File: config.mk
export PLATFORM = sky130hd
export DESIGN_NAME = crc_stream
export DESIGN_NICKNAME = d
export VERILOG_FILES = /design/src/rtl/crc_stream_pkg.sv /design/src/rtl/crc_byte_step.sv /design/src/rtl/crc_stream.sv
export SDC_FILE = /design/constraint.sdc
export NUM_CORES = 1
export LEC_CHECK = 0
export ABC_AREA = 1
export CORE_MARGIN = 1
export CORE_UTILIZATION = 36
export CTS_BUF_LIST = sky130_fd_sc_hd__clkbuf_8
export CTS_CLUSTER_SIZE = 20
export DETAILED_ROUTE_END_ITERATION = 12
export MAX_ROUTING_LAYER = met4
export PLACE_DENSITY = 0.71
export SLEW_MARGIN = 0
export SYNTH_ARGS = -nofsm -noshare
export SYNTH_HDL_FRONTEND = slang
export SYNTH_SLANG_ARGS = --single-unit
File: constraint.sdc
create_clock -name clk_i -period 3.79 [get_ports clk_i]
set_input_delay 0.379 -clock clk_i [delete_from_list [all_inputs] [get_ports clk_i]]
set_output_delay 0.379 -clock clk_i [all_outputs]
set_load 0.1 [all_outputs]
File: src/rtl/crc_stream_pkg.sv
// crc_pkg: shared types, limits and bit-reversal helpers for the streaming CRC engine
package crc_pkg;

   localparam int MAX_CRC_WIDTH  = 32;
   localparam int MAX_DATA_BYTES = 8;

   typedef enum logic {RUN, HOLD} state_t;

   function automatic logic [7:0] reflect8(input logic [7:0] b);
      logic [7:0] r;
      r = '0;
      for (int i = 0; i < 8; i++) r[i] = b[7-i];
      return r;
   endfunction

   function automatic logic [31:0] reflect_n(input logic [31:0] v, input int n);
      logic [31:0] r;
      r = '0;
      for (int i = 0; i < 32; i++)
         if (i < n) r[i] = v[n-1-i];
      return r;
   endfunction

endpackage

File: src/rtl/crc_byte_step.sv
// crc_byte_step: combinational one-byte CRC update, pass-through when disabled
module crc_byte_step
   import crc_pkg::*;
#(
   parameter int                   CRC_WIDTH  = 8,
   parameter logic [CRC_WIDTH-1:0] POLYNOMIAL = 8'h07,
   parameter bit                   REFLECT_IN = 1'b0
) (
   input  logic [CRC_WIDTH-1:0] crc_i,
   input  logic [7:0]           byte_i,
   input  logic                 en_i,
   output logic [CRC_WIDTH-1:0] crc_o
);

   logic [7:0]           b;
   logic [CRC_WIDTH-1:0] r;
   logic                 fb;

   // shift the byte in MSB-first, folding the polynomial in on each feedback bit
   always_comb begin
      b  = REFLECT_IN ? reflect8(byte_i) : byte_i;
      r  = crc_i;
      fb = 1'b0;
      for (int i = 7; i >= 0; i--) begin
         fb = r[CRC_WIDTH-1] ^ b[i];
         r  = r << 1;
         r  = fb ? r ^ POLYNOMIAL : r;
      end
      crc_o = en_i ? r : crc_i;
   end

endmodule

File: src/rtl/crc_stream.sv
// crc_stream: parametrised multi-byte streaming CRC with framed result handshake
module crc_stream
   import crc_pkg::*;
#(
   parameter int                   CRC_WIDTH   = 8,
   parameter logic [CRC_WIDTH-1:0] POLYNOMIAL  = 8'h07,
   parameter logic [CRC_WIDTH-1:0] INIT        = '0,
   parameter logic [CRC_WIDTH-1:0] XOR_OUT     = '0,
   parameter bit                   REFLECT_IN  = 1'b0,
   parameter bit                   REFLECT_OUT = 1'b0,
   parameter logic [CRC_WIDTH-1:0] RESIDUE     = '0,
   parameter int                   DATA_BYTES  = 1
) (
   input  logic                    clk_i,
   input  logic                    rst_i,
   input  logic [8*DATA_BYTES-1:0] data_i,
   input  logic [DATA_BYTES-1:0]   keep_i,
   input  logic                    valid_i,
   input  logic                    last_i,
   output logic                    ready_o,
   output logic [CRC_WIDTH-1:0]    crc_o,
   output logic                    crc_valid_o,
   input  logic                    crc_ready_i,
   output logic                    match_o
);

   if (CRC_WIDTH < 1 || CRC_WIDTH > MAX_CRC_WIDTH || DATA_BYTES < 1 || DATA_BYTES > MAX_DATA_BYTES) begin : g_bad_params
      $error("crc_stream: CRC_WIDTH must be 1..32 and DATA_BYTES 1..8");
   end

   state_t               state, state_nx;
   logic [CRC_WIDTH-1:0] crc_q;
   logic [CRC_WIDTH-1:0] chain [DATA_BYTES+1];
   logic [CRC_WIDTH-1:0] final_crc;
   logic                 accept, frame_end;

   assign ready_o   = (state == RUN) && !rst_i;
   assign accept    = valid_i && ready_o;
   assign frame_end = accept && last_i;
   assign chain[0]  = crc_q;

   for (genvar k = 0; k < DATA_BYTES; k++) begin : g_step
      crc_byte_step #(
         .CRC_WIDTH  (CRC_WIDTH),
         .POLYNOMIAL (POLYNOMIAL),
         .REFLECT_IN (REFLECT_IN)
      ) u_step (
         .crc_i  (chain[k]),
         .byte_i (data_i[8*k +: 8]),
         .en_i   (keep_i[k]),
         .crc_o  (chain[k+1])
      );
   end

   // output transform applied to the register after the final beat's bytes
   always_comb begin
      final_crc = (REFLECT_OUT ? CRC_WIDTH'(reflect_n(32'(chain[DATA_BYTES]), CRC_WIDTH))
                               : chain[DATA_BYTES]) ^ XOR_OUT;
   end

   // RUN accepts beats until last; HOLD presents the result until the consumer takes it
   always_comb begin
      state_nx = state;
      state_nx = (state == RUN) ? (frame_end ? HOLD : RUN) : (crc_ready_i ? RUN : HOLD);
   end

   // state register
   always_ff @(posedge clk_i) begin
      if (rst_i) state <= RUN;
      else       state <= state_nx;
   end

   // running CRC register and registered result outputs
   always_ff @(posedge clk_i) begin
      if (rst_i) begin
         crc_q       <= INIT;
         crc_o       <= '0;
         match_o     <= 1'b0;
         crc_valid_o <= 1'b0;
      end else begin
         crc_valid_o <= state_nx == HOLD;
         if (accept) crc_q <= last_i ? INIT : chain[DATA_BYTES];
         if (frame_end) begin
            crc_o   <= final_crc;
            match_o <= final_crc == RESIDUE;
         end
      end
   end

endmodule

==> results.cfg <==
[synthesis]
async_flop_share_pct = 0
synth.avg_cell_area_um2 = 6.11
ys_warn_count = 0
synth_top_cell_by_area = dfxtp_1
synthAdderAreaFrac_pct = 0
ys_seq_elements = 18
synthMuxAreaShare_pct = 0
synth_edf_count = 0
netlist.area_leader.share_pct = 29.7
synth.most_common_cell = nand2_1
yosysSeqAreaShare_pct = 29.7
synth_top_family_by_area = simple AND/OR/NAND/NOR gates
synth_cell_types = 22
synthTopCellsByArea = dfxtp_1 30%, nand2_1 26%, inv_1 6.5%, nand2_2 4.6%, a21oi_1 4.5%
synthTopCellsByCount = 85 x nand2_1, 21 x inv_1, 18 x dfxtp_1
synth_xor_xnor_area_share_pct = 2.78
syn_area_um2 = 1210
synth-compound-area-share_pct = 12.7
synth-simple-area-share_pct = 45.8
netlist_instances = 199
ys.flop_type = dfxtp_1
synth_nets = 213

[timing]
period_needed_ps = 2130
setup_tns_ps = 0
finalCritPeriodShare_pct = 56.3
rsz0062_at_grt = no
final-hold-violation-count = 0
setup-violations-final = 0
drv_slew = 0
worst_slew_pin_slew_ps = 971
clock_skew_ps = 4.40
max_freq_mhz = 469
setup_slack_ps = 1660
relSlewSlack_pct = 35.1

[critical_path]
path_cells = clkdlybuf4s50_1
worstPathArrival_ps = 1750
crit_path_end_kind = primary output
start_kind = flop
cpMaxStageDelayCell = clkdlybuf4s50_1
worst-path-buf-inv = 1
crit_path_max_fanout = 2
cpLargestDelayFamily = buffers and inverters
required_ps = 3410
crit_type = reg2out
cpPeakStageDelay_ps = 1140

[layout]
drive_gt1_share_pct = 12.4
nNetsFinal = 240
diodes = 0
area_growth_pct = 27.3
fillers = 340

[power_and_ir_drop]
pwr_density_cell_nw_per_um2 = 332
leakagePower_nw = 0.739
vdd_drop_max_v = 0.000262

[placed_design]
dp_hpwl_um = 2130
port-buffer-count = 24
routabilityCongestion = 0.857
pre_cts_slack_ps = 1520

[clocking]
cts_setup_buffers = 0
ctsResizeCount = 0
clk_latency_ps = 250
path_clk_slew_ps = 70
holdBufCountCts = 0
numCtsBuffers = 3
clockRootBuffer = clkbuf_8
htreeDepth = 1
cts_tree = built
clock-sinks = 18
clock_path_buffers = 2

[run]
drv_cap = 0

[global_routing]
grt_pass1_wl_um = 4440
grt_usage_pct = 16.5
antenna_found_initial = 0
grt-ovfl-total = 0
grt_pass1_vias = 1060
grt_max_degree = 13

[route]
drt_iter0_drc = 44
vias = 1231
dr.pass1.iters = 4
wire_per_inst_um = 9.95
wirelength_um = 2680
routed_via_density = 4.58
drcViolationCount = 0
antenna_left = 0

[status]
status = completed

[worst_hold_path]
holdCritPathClass = reg2reg

[floorplanning]
fp.dieW_um = 60.1
coreArea_um2 = 3130
io_pins = 25
start_util_pct = 38.8
die_h_um = 60.1
rows = 20
fp.dieArea_um2 = 3610
==> logic make-up after synthesis <==
logic type,after synthesis
AO/OA/AOI/OAI,26
XOR/XNOR,3
buffers and inverters,27
flip-flops,18
AND/OR/NAND/NOR,125
==> through the flow <==
stage | power, mW | utilization (%) | hold slack [ps] | cells | area [um2]
2_1_floorplan | 0.324 | - | 470 | 199 | 1210
3_3_place_gp | 0.364 | 47.7 | 486 | 265 | 1490
3_5_place_dp | 0.365 | 47.7 | 494 | 265 | 1490
4_1_cts | 0.517 | 49.4 | 505 | 269 | 1550
5_1_grt | 0.540 | 49.4 | 510 | 269 | 1550
6_report | 0.513 | 49.4 | 502 | 269 | 1550
==> placed cells by master (no fill, tap or decap) <==
master and n:
a21oi_1 11, a21oi_2 1, a31oi_2 1, buf_4 1, clkbuf_8 4, clkdlybuf4s50_1 23, dfxtp_1 18, inv_1 21
inv_2 4, nand2_1 85, nand2_2 9, nand2_4 1, nand3_1 11, nand3_2 5, nand4_1 1, nor2_1 11
nor2_4 1, o21ai_0 8, o21bai_1 5, or2_1 1, xnor2_1 1, xor2_1 1, xor2_2 1
==> worst paths after layout <==
kind	cells past startpoint	to	start	slack (ps)
worst min register to register	2	crc_q[0]$_SDFFE_PP0P_	crc_q[0]$_SDFFE_PP0P_	500
worst max-delay path	1	crc_o[6]	crc_o[6]$_SDFFE_PP0P_	1660
worst min-delay path	2	crc_q[0]$_SDFFE_PP0P_	crc_q[0]$_SDFFE_PP0P_	500
worst max register to register	8	match_o$_SDFFE_PP0P_	crc_q[2]$_SDFFE_PP0P_	2190
==> metal layers <==
metal / share of wire [%] / routed length (um) / vias up / global-route usage (%)
met3: 2.5 / 67 / 5 / 1.30
met5: 0 / 0 / - / -
li1: - / - / 671 / -
met2: 44 / 1170 / 17 / 27.0
met1: 52 / 1390 / 538 / 21.3
met4: 1.7 / 46 / 0 / 5.98
==> tightest hold or removal path: stages, from the launching register on <==
cell and delay [ps]:
dfxtp_1 330, nand2_1 70, a21oi_1 60
==> flip-flops by register name (all words and copies together), names as in the netlist <==
register     flops
crc_o            8
crc_q            8
crc_valid_o      1
match_o          1
==> power by group <==
group	leakage (nW)	switching (mW)	total, mW	internal (mW)
sequential	0.146	0.00584	0.202	0.196
clock	0.0288	0.0602	0.152	0.0922
combinational	0.564	0.107	0.158	0.0509
==> cell type report <==
type                            count  area (um2)  share of cell area [%]
Multi-Input combinational cell    154         744                    48.1
Sequential cell                    18         360                    23.3
Timing Repair Buffer               24         238                    15.4
Inverter                           25        93.8                    6.07
Clock buffer                        4        55.1                    3.56
Tap cell                           44        55.1                    3.56
Power figures use the tool's default switching activity.
